**src/rtl/serial_sub_pkg.sv**
```systemverilog
// Shared types and constants for the serial signed subtractor.
// The overflow rule lives here so every user evaluates it the same way.
package serial_sub_pkg;

  typedef enum logic [1:0] {
    IDLE = 2'd0,
    RUN  = 2'd1,
    DONE = 2'd2
  } state_t;

  localparam int DEF_WIDTH = 32;
  localparam int DEF_DIGIT = 1;

  // Signed overflow of A - B: operand signs differ and the result sign
  // disagrees with the minuend sign.
  function automatic logic sub_overflow(input logic sa, input logic sb, input logic diff_msb);
    return (sa != sb) && (diff_msb != sa);
  endfunction

endpackage

```
**src/rtl/ripple_digit_add.sv**
```systemverilog
// DIGIT-bit combinational full-adder chain used as the per-cycle adder slice
// of the serial subtractor.
module ripple_digit_add #(
  parameter int DIGIT = 1
) (
  input  logic [DIGIT-1:0] a,
  input  logic [DIGIT-1:0] b,
  input  logic             cin,
  output logic [DIGIT-1:0] s,
  output logic             cout
);

  logic [DIGIT:0] w_c;

  assign w_c[0] = cin;

  for (genvar i = 0; i < DIGIT; i++) begin : g_fa
    assign s[i]     = a[i] ^ b[i] ^ w_c[i];
    assign w_c[i+1] = (a[i] & b[i]) | (w_c[i] & (a[i] ^ b[i]));
  end

  assign cout = w_c[DIGIT];

endmodule

```
**src/rtl/serial_subtractor32signed.sv**
```systemverilog
// Serial signed subtractor: A - B - Bin computed DIGIT bits per cycle, LSB
// first, as A + ~B + ~Bin; results are returned over a valid/ready handshake.
//
// Handshakes: an operand transfer happens on a rising edge where
// in_valid && in_ready; a result transfer happens on a rising edge where
// out_valid && out_ready. in_ready and out_valid are decoded from the state
// register only, so neither depends combinationally on any input.
module serial_subtractor32signed
  import serial_sub_pkg::*;
#(
  parameter int WIDTH = DEF_WIDTH,
  parameter int DIGIT = DEF_DIGIT
) (
  input  logic             clk,
  input  logic             rst_n,
  input  logic             in_valid,
  output logic             in_ready,
  input  logic [WIDTH-1:0] A,
  input  logic [WIDTH-1:0] B,
  input  logic             Bin,
  output logic             out_valid,
  input  logic             out_ready,
  output logic [WIDTH-1:0] diff,
  output logic             Bout,
  output logic             overflow,
  output state_t           o_dbg_state
);

  localparam int NDIG = WIDTH / DIGIT;
  localparam int CW   = (NDIG > 1) ? $clog2(NDIG) : 1;
  localparam logic [CW-1:0] LAST_CNT = CW'(NDIG - 1);

  state_t           r_state;
  state_t           w_next_state;
  logic [WIDTH-1:0] r_a_sr;
  logic [WIDTH-1:0] r_b_sr;
  logic [WIDTH-1:0] r_r_sr;
  logic [WIDTH-1:0] r_diff;
  logic             r_carry;
  logic             r_bout;
  logic             r_ovf;
  logic             r_sa;
  logic             r_sb;
  logic [CW-1:0]    r_cnt;

  logic [DIGIT-1:0] w_s;
  logic             w_c;
  logic             w_accept;
  logic             w_run;
  logic             w_last;
  logic [WIDTH-1:0] w_result;

  ripple_digit_add #(
    .DIGIT(DIGIT)
  ) u_digit_add (
    .a    (r_a_sr[DIGIT-1:0]),
    .b    (r_b_sr[DIGIT-1:0]),
    .cin  (r_carry),
    .s    (w_s),
    .cout (w_c)
  );

  assign w_accept = (r_state == IDLE) && in_valid;
  assign w_run    = (r_state == RUN);
  assign w_last   = w_run && (r_cnt == LAST_CNT);
  // New digit enters at the top; after NDIG shifts the LSB digit sits at bit 0.
  assign w_result = {w_s, r_r_sr[WIDTH-1:DIGIT]};

  always_comb begin
    w_next_state = r_state;
    case (r_state)
      IDLE:    if (in_valid) w_next_state = RUN;
      RUN:     if (r_cnt == LAST_CNT) w_next_state = DONE;
      DONE:    if (out_ready) w_next_state = IDLE;
      default: w_next_state = IDLE;
    endcase
  end

  always_ff @(posedge clk) begin
    if (!rst_n) begin
      r_state <= IDLE;
    end else begin
      r_state <= w_next_state;
    end
  end

  always_ff @(posedge clk) begin
    if (!rst_n) begin
      r_a_sr  <= '0;
      r_b_sr  <= '0;
      r_r_sr  <= '0;
      r_carry <= 1'b0;
      r_cnt   <= '0;
      r_sa    <= 1'b0;
      r_sb    <= 1'b0;
      r_diff  <= '0;
      r_bout  <= 1'b0;
      r_ovf   <= 1'b0;
    end else if (w_accept) begin
      // Subtraction as addition of the complemented subtrahend and borrow.
      r_a_sr  <= A;
      r_b_sr  <= ~B;
      r_carry <= ~Bin;
      r_sa    <= A[WIDTH-1];
      r_sb    <= B[WIDTH-1];
      r_cnt   <= '0;
    end else if (w_run) begin
      r_a_sr  <= r_a_sr >> DIGIT;
      r_b_sr  <= r_b_sr >> DIGIT;
      r_r_sr  <= w_result;
      r_carry <= w_c;
      r_cnt   <= r_cnt + 1'b1;
      if (w_last) begin
        r_diff <= w_result;
        r_bout <= ~w_c;
        r_ovf  <= sub_overflow(r_sa, r_sb, w_result[WIDTH-1]);
      end
    end
  end

  assign in_ready    = (r_state == IDLE);
  assign out_valid   = (r_state == DONE);
  assign diff        = r_diff;
  assign Bout        = r_bout;
  assign overflow    = r_ovf;
  assign o_dbg_state = r_state;

endmodule

```
**config.mk**
```make
export PLATFORM = sky130hd
export DESIGN_NAME = serial_subtractor32signed
export DESIGN_NICKNAME = d
export VERILOG_FILES = /design/src/rtl/serial_sub_pkg.sv /design/src/rtl/ripple_digit_add.sv /design/src/rtl/serial_subtractor32signed.sv
export SDC_FILE = /design/constraint.sdc
export NUM_CORES = 1
export LEC_CHECK = 0
export BUFFER_PORTS_ARGS = -buffer_cell sky130_fd_sc_hd__buf_2
export CAP_MARGIN = 10
export CORE_UTILIZATION = 55
export CTS_BUF_LIST = sky130_fd_sc_hd__clkbuf_4 sky130_fd_sc_hd__clkbuf_8 sky130_fd_sc_hd__clkbuf_16
export DETAILED_ROUTE_END_ITERATION = 10
export GPL_ROUTABILITY_DRIVEN = 0
export GPL_TIMING_DRIVEN = 0
export PLACE_DENSITY = 0.9
export SETUP_SLACK_MARGIN = 0.4
export SLEW_MARGIN = 5
export SYNTH_ARGS = -nofsm -noshare
export SYNTH_HDL_FRONTEND = slang
export SYNTH_HIERARCHICAL = 1
export SYNTH_SLANG_ARGS = --single-unit
export TNS_END_PERCENT = 50
```
**constraint.sdc**
```tcl
create_clock -name clk -period 2.2 [get_ports clk]
set_input_delay 0.11 -clock clk [delete_from_list [all_inputs] [get_ports clk]]
set_output_delay 0.11 -clock clk [all_outputs]
set_load 0.01 [all_outputs]
```
==> impl_metrics.py <==
metrics = {
    "status": {
        "status": "complete, no violations",
    },
    "pwr": {
        "leakage_nw": 2.958,
        "power.density_nw_per_um2": 851.4,
        "total_power_w": 0.006431,
        "clkPwrFrac_pct": 46.9,
        "switching_share_pct": 25.03,
        "p_seq_share_pct": 42.0,
        "p_int_w": 0.004821,
        "ir_drop_v": 0.0004500,
        "combinationalPowerShare_pct": 11.1,
        "power_switching_w": 0.001610,
    },
    "placed_design": {
        "place_worst_setup_slack_ns": 0.4082,
        "io_buffers": 105,
        "post_dp_cell_area_um2": 6270,
        "hpwlAfterDp_um": 9194,
    },
    "yosys": {
        "ys_seq_elements": 139,
        "synth_edf_count": 0,
        "synth-async-reset-ratio_pct": 0,
        "synth_compound_area_share_pct": 26.38,
        "yosys.area_share.simple_pct": 16.08,
        "synth_common_cells": "nand2_1 (198), a21oi_1 (160), dfxtp_1 (139)",
        "syn_avg_cell_area_um2": 8.477,
        "netlist_area_um2": 5578,
        "synth_xor_area_share_pct": 0.3140,
        "synthCells": 658,
        "yosysMostFrequentCell": "nand2_1",
        "synth_top_family_by_area": "compound AO/OA/AOI/OAI gates",
        "synthAdderAreaFrac_pct": 0.8075,
        "yosysWarnings": 6,
        "synth_largest_area_cell": "dfxtp_1",
        "synthMuxAreaShare_pct": 0.6057,
        "synth_ff_type": "dfxtp_1",
        "ys_seq_area_share_pct": 49.89,
        "synth_area_leaders": "dfxtp_1 (50%), a21oi_1 (14%), nand2_1 (13%)",
        "syn-num-nets": 730,
        "synth_cell_types": 36,
        "yosysTopAreaCellShare_pct": 49.89,
    },
    "clock_tree": {
        "clk_latency_ns": 0.53,
        "clock_path_buffers": 2,
        "clk_pin_slew_ns": 0.06,
        "cts_root_buffer": "clkbuf_8",
        "clock-sinks": 139,
        "htreeDepth": 4,
        "tritoncts": "done",
        "cts_buffers": 17,
    },
    "global_routing": {
        "overflow": 0,
        "track_usage_pct": 29.12,
        "antenna_found_initial": 1,
        "grt_start_max_net_pins": 17,
        "grt_pass1_wl_um": 23360,
        "grt_pass1_vias": 5003,
    },
    "cells_and_area": {
        "nNetsFinal": 918,
        "postLayoutCellArea_um2": 7553,
        "area_delta_synth_final_pct": 35.42,
        "drive_gt1_share_pct": 25.96,
    },
    "min_path": {
        "hold_class": "primary input to register",
    },
    "route": {
        "drc_errors": 0,
        "wirelength_um": 15000,
        "dr_total_vias": 5439,
        "drt_iter0_drc": 297,
        "routedWlPerCell_um": 15.10,
        "drtPass1Iterations": 5,
        "vias_per_cell": 5.477,
        "ant_nets": 0,
    },
    "critical_path": {
        "path_class": "register to register",
        "reg2reg_from": "r_cnt[0]",
        "crit_path_max_fanout": 10,
        "critPathLaunch": "r_cnt[0]",
        "worstPathArrival_ns": 2.24,
        "end_kind": "register",
        "rr_endpoint": "diff[18]",
        "rr_worst_depth": 7,
        "cp-start-kind": "register",
        "cp.required_ns": 2.64,
        "rrSetupSlack_ns": 0.40,
        "endpoint": "diff[18]",
    },
    "floorplan": {
        "die_w_um": 102.7,
        "num_rows": 36,
        "die_area_um2": 10550,
        "die_h_um": 102.7,
        "initial_core_util_pct": 56.80,
        "pin_count": 107,
        "core_area_um2": 9819,
    },
    "timing": {
        "max_slew_margin_pct": 54.57,
        "grt_setup_unrepaired": "true",
        "setup_slack_ns": 0.4026,
        "finalMaxSlewViolations": 0,
        "clock.fmax_mhz": 556.4,
        "tightest_slew_ns": 0.6814,
        "tns_ns": 0,
        "hold_violations": 0,
        "setup_viol": 0,
        "min_period_ns": 1.797,
        "worst_clock_skew_ns": 0.006979,
        "fin_crit_sh_pct": 81.70,
    },
    "run": {
        "maxCapViolations": 0,
    },
}
-- cell usage in the layout (no fill, tap or decap), types with 4 or more instances in the layout --
master / count
nand2b_1: 4
clkbuf_1: 12
o21ai_1: 25
nor2_1: 5
o221a_2: 4
nand2_1: 198
dlygate4sd3_1: 63
buf_6: 6
a221oi_2: 28
a21oi_1: 160
dfxtp_1: 139
buf_4: 11
clkbuf_16: 16
buf_2: 132
bufinv_16: 4
o21ai_0: 7
-- cells by family (layout without fill, tap and decap cells) --
| logic type | count (synthesis) | count (layout) |
|---|---|---|
| compound gates | 230 | 230 |
| xor+xnor | 2 | 2 |
| fa+ha+maj | 3 | 3 |
| buf+inv | 59 | 260 |
| flops | 139 | 139 |
| mux | 3 | 3 |
| other cells | 0 | 1 |
| simple gates | 222 | 222 |
-- sequential cells by signal (all words and copies together), names as in the netlist --
signal / count
Bout: 1
diff: 32
o_dbg_state: 2
overflow: 1
r_a_sr: 32
r_b_sr: 32
r_carry: 1
r_cnt: 5
r_r_sr: 31
r_sa: 1
r_sb: 1
-- cell type report --
class                           instances  area, µm²
Sequential cell                       139       2783
Multi-Input combinational cell        460       2465
Buffer                                 58      341.6
Clock inverter                         15      214.0
Tap cell                              133      166.4
Timing Repair Buffer                  169       1164
Antenna cell                            1      2.502
Fill cell                             671       2266
Inverter                                1      3.754
Clock buffer                           17      414.1
-- metal layers --
metal | vias up | part of all wire (%) | wire length, µm | track usage (%)
met1 | 2536 | 39 | 5921 | 33.05
met2 | 212 | 52 | 7735 | 52.15
li1 | 2644 | - | - | -
met5 | - | 0 | 0 | 0
met3 | 47 | 6.1 | 917 | 6.644
met4 | 0 | 2.8 | 420 | 12.75
-- power groups by stage --
stage                     sequential [W]  combinational [W]  clock, W
after global routing             0.00271           0.000779   0.00315
after CTS                        0.00270           0.000695   0.00302
after floorplan                  0.00274           0.000427         0
final                            0.00270           0.000713   0.00301
after global placement           0.00275           0.000578         0
after detailed placement         0.00275           0.000602         0
-- worst min-delay path by stage --
stage                from         end  depth (start not counted)
global placement    B[13]  r_b_sr[13]                          2
global route         A[0]   r_a_sr[0]                          4
floorplan           B[10]  r_b_sr[10]                          1
CTS                  A[0]   r_a_sr[0]                          4
finish               A[0]   r_a_sr[0]                          4
detailed placement  B[21]  r_b_sr[21]                          2
-- metrics by stage --
stage / utilization, % / hold WS (ns) / cells
after floorplan: - / 0.1985 / 658
after global placement: 63.85 / 0.2959 / 896
after detailed placement: 63.85 / 0.2974 / 896
after CTS: 76.75 / 0.01600 / 992
after global routing: 76.92 / 0.09292 / 993
final: 76.92 / 0.02707 / 993
-- repair_timing --
action | 4_1_cts | 5_1_grt
resized for setup | 0 | 6
hold buffers | 63 | 0
pin swaps | 0 | 0
setup buffers | 1 | 0
endpoints found under the setup margin | 2 | 18
hold endpoints to repair | 65 | 0
-- critical path, cell delays in order (launching register included) --
cell and delay [ns]:
dfxtp_1 0.33, ha_1 0.22, and3_1 0.19, ha_1 0.21, nand3b_1 0.24, clkbuf_4 0.27, nand2_1 0.07, a21oi_1 0.19
Power figures use the tool's default switching activity.
